$ cat src/rtl/reg_ex_mem_hs_pkg.sv
// ---------------------------------------------------------------------------
// reg_ex_mem_hs_pkg
// Shared definitions for the EX/MEM stage register of the RISC-V core.
//   CORE_XLEN        : datapath width (ALU result, store data)
//   CORE_REG_AW      : register-index width (rd, rs2)
//   ex_mem_payload_t : everything EX hands to MEM, packed so that a pipeline
//                      slot (main or skid) is a single register.
// ---------------------------------------------------------------------------
package reg_ex_mem_hs_pkg;

    localparam int CORE_XLEN   = 32;
    localparam int CORE_REG_AW = 5;

    typedef struct packed {
        logic [CORE_XLEN-1:0]   regs_data2;
        logic [CORE_XLEN-1:0]   alu_o;
        logic [CORE_REG_AW-1:0] rd;
        logic [CORE_REG_AW-1:0] rs2;
        logic                   mem_read;
        logic                   mem2reg;
        logic                   mem_write;
        logic                   regs_write;
    } ex_mem_payload_t;

endpackage

$ cat src/rtl/reg_ex_mem_hs_pipe_skid_slot.sv
// ---------------------------------------------------------------------------
// pipe_skid_slot
// One pipeline slot: a valid bit plus a payload register.
//   clk   : rising-edge clock
//   rst   : asynchronous active-low reset (valid and payload cleared)
//   load  : capture d and mark the slot valid
//   clear : mark the slot invalid; wins over load, and then d is not captured
//   d     : incoming payload
//   valid : slot holds a live entry
//   q     : stored payload (holds its value when not loaded)
// ---------------------------------------------------------------------------
module pipe_skid_slot
    import reg_ex_mem_hs_pkg::*;
(
    input  logic            clk,
    input  logic            rst,
    input  logic            load,
    input  logic            clear,
    input  ex_mem_payload_t d,
    output logic            valid,
    output ex_mem_payload_t q
);

    always_ff @(posedge clk or negedge rst) begin
        if (!rst) begin
            valid <= 1'b0;
            q     <= '0;
        end else begin
            if (clear) begin
                valid <= 1'b0;
            end else if (load) begin
                valid <= 1'b1;
                q     <= d;
            end
        end
    end

endmodule

$ cat src/rtl/reg_ex_mem_hs.sv
// ---------------------------------------------------------------------------
// reg_ex_mem_hs
// EX/MEM pipeline register with valid/ready handshake on both sides, optional
// one-entry skid buffer, synchronous flush and a saturating stall counter.
//
// Parameters:
//   XLEN, REG_AW : payload widths (must match the package payload layout)
//   SKID_EN      : 1 = main + skid slot, ex_ready is a register output
//                  0 = main slot only, ex_ready = ~me_valid | me_ready
//   STALL_CNT_W  : width of stall_cnt
//
// Ports:
//   clk, rst                  : clock, asynchronous active-low reset
//   flush                     : drop every held and incoming entry this cycle
//   ex_valid / ex_ready       : upstream handshake
//   ex_regs_data2, ex_alu_o   : store data, ALU result / address
//   ex_rd, ex_rs2             : destination and rs2 register indices
//   ex_mem_read, ex_mem2reg,
//   ex_mem_write, ex_regs_write : control bits
//   me_valid / me_ready       : downstream handshake
//   me_*                      : registered payload; control bits gated by me_valid
//   stall_cnt                 : cycles with me_valid & ~me_ready, saturating
//
// Handshake: a side transfers on a rising edge where its valid and ready are
// both high. valid never depends on ready of the same side; once valid is
// raised by this block its payload stays stable until the transfer (or flush).
// ---------------------------------------------------------------------------
module reg_ex_mem_hs
    import reg_ex_mem_hs_pkg::*;
#(
    parameter int XLEN        = CORE_XLEN,
    parameter int REG_AW      = CORE_REG_AW,
    parameter int SKID_EN     = 1,
    parameter int STALL_CNT_W = 16
) (
    input  logic                   clk,
    input  logic                   rst,
    input  logic                   flush,
    input  logic                   ex_valid,
    output logic                   ex_ready,
    input  logic [XLEN-1:0]        ex_regs_data2,
    input  logic [XLEN-1:0]        ex_alu_o,
    input  logic [REG_AW-1:0]      ex_rd,
    input  logic [REG_AW-1:0]      ex_rs2,
    input  logic                   ex_mem_read,
    input  logic                   ex_mem2reg,
    input  logic                   ex_mem_write,
    input  logic                   ex_regs_write,
    output logic                   me_valid,
    input  logic                   me_ready,
    output logic [XLEN-1:0]        me_regs_data2,
    output logic [XLEN-1:0]        me_alu_o,
    output logic [REG_AW-1:0]      me_rd,
    output logic [REG_AW-1:0]      me_rs2,
    output logic                   me_mem_read,
    output logic                   me_mem2reg,
    output logic                   me_mem_write,
    output logic                   me_regs_write,
    output logic [STALL_CNT_W-1:0] stall_cnt
);

    ex_mem_payload_t in_pl;
    ex_mem_payload_t main_d;
    ex_mem_payload_t main_q;
    ex_mem_payload_t skid_q;
    logic            main_valid;
    logic            skid_valid;
    logic            in_fire;
    logic            out_fire;
    logic            main_free;
    logic            main_load;
    logic            main_clear;

    always_comb begin
        in_pl            = '0;
        in_pl.regs_data2 = ex_regs_data2;
        in_pl.alu_o      = ex_alu_o;
        in_pl.rd         = ex_rd;
        in_pl.rs2        = ex_rs2;
        in_pl.mem_read   = ex_mem_read;
        in_pl.mem2reg    = ex_mem2reg;
        in_pl.mem_write  = ex_mem_write;
        in_pl.regs_write = ex_regs_write;
    end

    assign in_fire  = ex_valid & ex_ready;
    assign out_fire = main_valid & me_ready;

    // Main can take a new entry when it is empty or its entry leaves now.
    // The skid entry is older than anything upstream, so it goes first.
    assign main_free  = ~main_valid | out_fire;
    assign main_load  = main_free & (skid_valid | in_fire);
    assign main_d     = skid_valid ? skid_q : in_pl;
    assign main_clear = flush | (out_fire & ~main_load);

    pipe_skid_slot u_main (
        .clk   (clk),
        .rst   (rst),
        .load  (main_load),
        .clear (main_clear),
        .d     (main_d),
        .valid (main_valid),
        .q     (main_q)
    );

    generate
        if (SKID_EN != 0) begin : g_skid
            logic skid_load;
            logic skid_clear;

            // ex_ready is ~skid_valid, so an accepted input always finds the
            // skid empty; it parks there only when main cannot take it.
            assign skid_load  = in_fire & ~main_free;
            assign skid_clear = flush | (skid_valid & main_free);
            assign ex_ready   = ~skid_valid;

            pipe_skid_slot u_skid (
                .clk   (clk),
                .rst   (rst),
                .load  (skid_load),
                .clear (skid_clear),
                .d     (in_pl),
                .valid (skid_valid),
                .q     (skid_q)
            );
        end else begin : g_no_skid
            assign skid_valid = 1'b0;
            assign skid_q     = '0;
            assign ex_ready   = ~main_valid | me_ready;
        end
    endgenerate

    assign me_valid      = main_valid;
    assign me_regs_data2 = main_q.regs_data2;
    assign me_alu_o      = main_q.alu_o;
    assign me_rd         = main_q.rd;
    assign me_rs2        = main_q.rs2;
    // A bubble must never write memory or the register file.
    assign me_mem_read   = main_q.mem_read   & main_valid;
    assign me_mem2reg    = main_q.mem2reg    & main_valid;
    assign me_mem_write  = main_q.mem_write  & main_valid;
    assign me_regs_write = main_q.regs_write & main_valid;

    // Counts backpressure cycles; survives flush, only reset clears it.
    always_ff @(posedge clk or negedge rst) begin
        if (!rst) begin
            stall_cnt <= '0;
        end else if (main_valid && !me_ready && (stall_cnt != {STALL_CNT_W{1'b1}})) begin
            stall_cnt <= stall_cnt + {{(STALL_CNT_W-1){1'b0}}, 1'b1};
        end
    end

endmodule

$ cat config.mk
export PLATFORM = sky130hd
export DESIGN_NAME = reg_ex_mem_hs
export DESIGN_NICKNAME = d
export VERILOG_FILES = /design/src/rtl/reg_ex_mem_hs_pkg.sv /design/src/rtl/reg_ex_mem_hs_pipe_skid_slot.sv /design/src/rtl/reg_ex_mem_hs.sv
export SDC_FILE = /design/constraint.sdc
export NUM_CORES = 1
export LEC_CHECK = 0
export CAP_MARGIN = 20
export CORE_AREA = 2 2 143 145
export CTS_CLUSTER_SIZE = 25
export DETAILED_ROUTE_END_ITERATION = 10
export DIE_AREA = 0 0 145 147
export GPL_TIMING_DRIVEN = 0
export HOLD_SLACK_MARGIN = 0.06
export PLACE_DENSITY = 0.7
export RECOVER_POWER = 25
export SLEW_MARGIN = 30
export SYNTH_ARGS = -nofsm -noshare
export SYNTH_HDL_FRONTEND = slang
export SYNTH_SLANG_ARGS = --single-unit
$ cat constraint.sdc
create_clock -name clk -period 2 [get_ports clk]
set_input_delay 0.4 -clock clk [delete_from_list [all_inputs] [get_ports clk]]
set_output_delay 0.4 -clock clk [all_outputs]
set_load 0.02 [all_outputs]
# Word-level counts from Yosys, hierarchy flattened
# Index checks and enable logic that the tools add are counted.
# classes
addsub,1
eq_ne,1
muxes,5
bitwise,20
reduce_logical,7
# ops
cell,count
78-bit two-way mux,1
16-bit by 1-bit adder with 16-bit output (second input constant),1
16-bit inequality test (second input constant),1
1-bit bitwise AND,10
1-bit NOT,6
1-bit two-way mux,4
1-bit bitwise OR,4
2-bit AND reduction,2
2-bit nonzero test,2
1-bit logical AND,2
1-bit zero test,1
# totals
regBits,174
in_bits,83
output_inout_bits,96
word_cells,53

# Depth between registers and ports, before layout
# logic_depth
ltp_word,9
ltp_mapped,7
ltp_nobuf,5

# Cells and area by module
# From an unflattened synthesis, not the netlist that was laid out.
# hier_totals
hier_cells,508
area_unflattened_um2,7807.5
# by_module_without_submodules
mod,instances,cells_each,area_each_um2
pipe_skid_slot,2,169,3021.6
reg_ex_mem_hs,1,170,1764.2

# Least setup slack after synthesis
# No wires, ideal clock.
# synth_timing
kind,register to register
startpoint,reg stall_cnt[0]
endpoint,reg stall_cnt[5]
setup_ns,0.138
arrival_time_ns,1.751
t_required_ns,1.862
slack_ns,0.111
path_stages_with_launch,7
n_path_buf,1
path_cell_list,dfrtp_1 ha_1 nand4_1 nor4_1 buf_2 nor4_1 xor2_1
# synth_between
elab_chain_len,2
# synth_lines
item,line,text
from (decl),reg_ex_mem_hs.sv:59,output logic [STALL_CNT_W-1:0] stall_cnt
from (signal assigned),reg_ex_mem_hs.sv:149,"stall_cnt <= stall_cnt + {{(STALL_CNT_W-1){1'b0}}, 1'b1};"
"parallel branches: the longest is 2 deep, another holds 16-bit by 1-bit adder with 16-bit output",-,
# Parallel ways; which one is timed is not known.
# A chain may end at the register's enable or synchronous reset.

# Worst setup path after layout
# layout_timing
startpoint,reg stall_cnt[5]
endpoint,out stall_cnt[5]
# No word-level cell between the ends.

==> results.json <==
{
  "status": "completed",
  "fmax_mhz": 520,
  "cts_tree": "done",
  "ctsHtreeMaxLevel": 4,
  "dp.cells": 1113,
  "ant_nets": 0,
  "start_kind": "register",
  "fin_cells": 1147,
  "clkPwrFrac_pct": 32.4,
  "clk_pin_slew_worst_paths_ns": 0.07,
  "avgSynthCellArea_um2": 11.8,
  "p_seq_share_pct": 43.5,
  "cts_buffers": 17,
  "ys_warn_count": 0,
  "internal_power_w": 0.00776,
  "drtPass1Iterations": 4,
  "crit_fanout": 6,
  "wl_met1_mm": 7.92,
  "place_ws_ns": -0.597,
  "clock_skew_ns": 0.0107,
  "worstMarginPinSlew_ns": 1.10,
  "dpl.hpwl_mm": 12.4,
  "worstPathArrival_ns": 1.52,
  "rsz0062_at_grt": "false",
  "final_layout_size_suffix_gt1_share_pct": 24.8,
  "dr_wl_met3_mm": 1.27,
  "first_global_vias": 5443,
  "hold_viol": 0,
  "criticalPathCategory": "register to output pin",
  "synth.top_cell.area_share_pct": 55.6,
  "core_um2": 19800,
  "grt_pass1_wl_mm": 28.4,
  "nets": 947,
  "cts_setup_buffers": 0,
  "numClockSinks": 174,
  "die-height_um": 147,
  "die_area_um2": 21300,
  "finalSetupViolCount": 0,
  "pwr-share-comb_pct": 24.1,
  "grt_start_max_net_pins": 82,
  "top_layer": "met4",
  "num_rows": 52,
  "synth_cell_types": 27,
  "synthTopCellsByArea": "dfrtp_1 56%, mux2_2 11%, mux2i_1 10%",
  "met2_length_mm": 8.52,
  "setup_slack_ns": 0.0771,
  "routed_wl_mm": 17.8,
  "yosys.area.top_type": "dfrtp_1",
  "cp_num_buf_inv": 1,
  "fin_crit_sh_pct": 96.1,
  "slew_headroom_pct": 26.9,
  "endpoint_kind": "output pin",
  "synth-edff-count": 0,
  "worst_ep_required_time_ns": 1.60,
  "cp_top_family": "buffers and inverters",
  "port_buffers": 178,
  "path_cells": "clkdlybuf4s50_1",
  "syn_area_um2": 7840,
  "synthFlopType": "dfrtp_1",
  "gpl.final_weighted_congestion": 0.733,
  "cpPeakStageDelay_ns": 0.65,
  "drv_cap": 0,
  "synth-async-reset-ratio_pct": 100,
  "hold_ws_ns": 0.381,
  "drc": 0,
  "grt_overflow": 0,
  "power.density_nw_per_um2": 997,
  "clk_latency_ns": 0.42,
  "finalMaxSlewViolations": 0,
  "crit_slowest_cell": "clkdlybuf4s50_1",
  "globalRouteTotalUtil_pct": 16.8,
  "wl_per_cell_um": 15.5,
  "netlist_instances": 663,
  "finalPower_w": 0.0106,
  "vias_per_cell": 4.71,
  "hold_path.class": "input pin to async pin",
  "ioPinCount": 179,
  "cts.path.max_buffers": 2,
  "start_util_pct": 39.5,
  "vias": 5398,
  "peakVddDrop_mv": 0.659,
  "period_needed_ns": 1.92,
  "die_w_um": 145,
  "power.switching_w": 0.00288,
  "clock-root-buffer": "clkbuf_16",
  "yosysSeqAreaShare_pct": 55.6,
  "drt_iter0_drc": 107,
  "yosys_register_bits": 174,
  "swShare_pct": 27.1,
  "synthToLayoutAreaGrowth_pct": 36.1,
  "synth.net_count": 747,
  "antenna_found_initial": 1,
  "p_leak_nw": 4.52
}
-- through the flow --
step | area [um2] | setup TNS (ns) | utilization, %
3_3_place_gp | 9960 | -1276.97 | 50.2
5_1_grt | 10700 | 0 | 53.7
6_report | 10700 | 0 | 53.8
3_5_place_dp | 10000 | -72.47 | 50.5
4_1_cts | 10700 | 0 | 53.9
2_1_floorplan | 7840 | 0 | -
-- kinds of logic (layout without fill, tap and decap cells) --
group                      count (synthesis)  after routing  synth area share (%)
buffers and inverters                    112            325                  9.16
adders and majority gates                  1              1                 0.160
AOI/OAI and AO/OA                         81             81                  5.17
DFF                                      174            174                  55.6
xor gates and xnor gates                  13             13                  1.45
muxes                                    158            158                  21.5
and+or+nand+nor                          124            124                  7.04
other                                      0              1                     0
-- synth_stat cells (all sizes together) (3+ instances only) --
| master | n |
|---|---|
| buf | 103 |
| nand3 | 6 |
| and2 | 4 |
| clkbuf | 8 |
| mux2i | 78 |
| xor2 | 13 |
| a21oi | 79 |
| nor4 | 3 |
| nor3 | 8 |
| nor2 | 84 |
| nand4 | 4 |
| dfrtp | 174 |
| mux2 | 80 |
| nand2 | 6 |
-- final cells by class --
class,instances,area (um2)
Fill cell,1785,9180
Sequential cell,174,4350
Multi-Input combinational cell,377,2790
Timing Repair Buffer,181,1800
Buffer,111,768
Clock buffer,20,457
Tap cell,270,338
Clock inverter,12,156
Inverter,1,3.75
Antenna cell,1,2.50
-- layer usage --
metal  track usage [%]  vias up
li1                  -     2601
met1              21.9     2659
met2              27.4      130
met3              5.90        8
met4              3.12        0
met5                 0        -
-- path summary, 6_finish.rpt --
path / start / to / slack, ns / cells after the start
min: rst / g_skid.u_skid.q[59]$_DFFE_PN0P_ / 0.38 / 2
max in group asynchronous: rst / u_main.q[2]$_DFFE_PN0P_ / 0.28 / 3
min reg2reg: stall_cnt[15]$_DFFE_PN0P_ / stall_cnt[15]$_DFFE_PN0P_ / 0.50 / 1
min in group clk: stall_cnt[15]$_DFFE_PN0P_ / stall_cnt[15]$_DFFE_PN0P_ / 0.50 / 1
max reg2reg: u_main.valid$_DFFE_PN0P_ / g_skid.u_skid.q[59]$_DFFE_PN0P_ / 0.10 / 5
max: stall_cnt[5]$_DFFE_PN0P_ / stall_cnt[5] / 0.08 / 1
-- registers in the layout, indices dropped and copies added (netlist names) --
| signal | count |
|---|---|
| g_skid.u_skid.q | 78 |
| g_skid.u_skid.valid | 1 |
| stall_cnt | 16 |
| u_main.q | 78 |
| u_main.valid | 1 |
-- power groups by stage --
stage               registers (W)  logic (W)  clock network, W
floorplan                 0.00465    0.00151                 0
global placement          0.00467    0.00255                 0
detailed placement        0.00469    0.00260                 0
CTS                       0.00463    0.00262           0.00354
global route              0.00472    0.00276           0.00368
finish                    0.00463    0.00256           0.00344
-- cell usage in the layout (no fill, tap or decap), types with 8 or more instances in the layout --
master / Yosys / routed
xor2_1: 13 / 13
buf_2: 16 / 14
clkdlybuf4s50_1: 0 / 172
nor2_1: 84 / 84
mux2_2: 80 / 80
a21oi_1: 79 / 79
buf_1: 13 / 9
nor3_1: 8 / 8
clkbuf_16: 0 / 17
buf_4: 74 / 76
mux2i_1: 78 / 78
dfrtp_1: 174 / 174
-- timing repair --
action / CTS / global route
gates resized for setup: 28 / 4
hold buffers: 1 / 0
hold endpoints to repair: 16 / 0
endpoints found under the setup margin: 162 / 29
(Power assumes the default switching activity.)
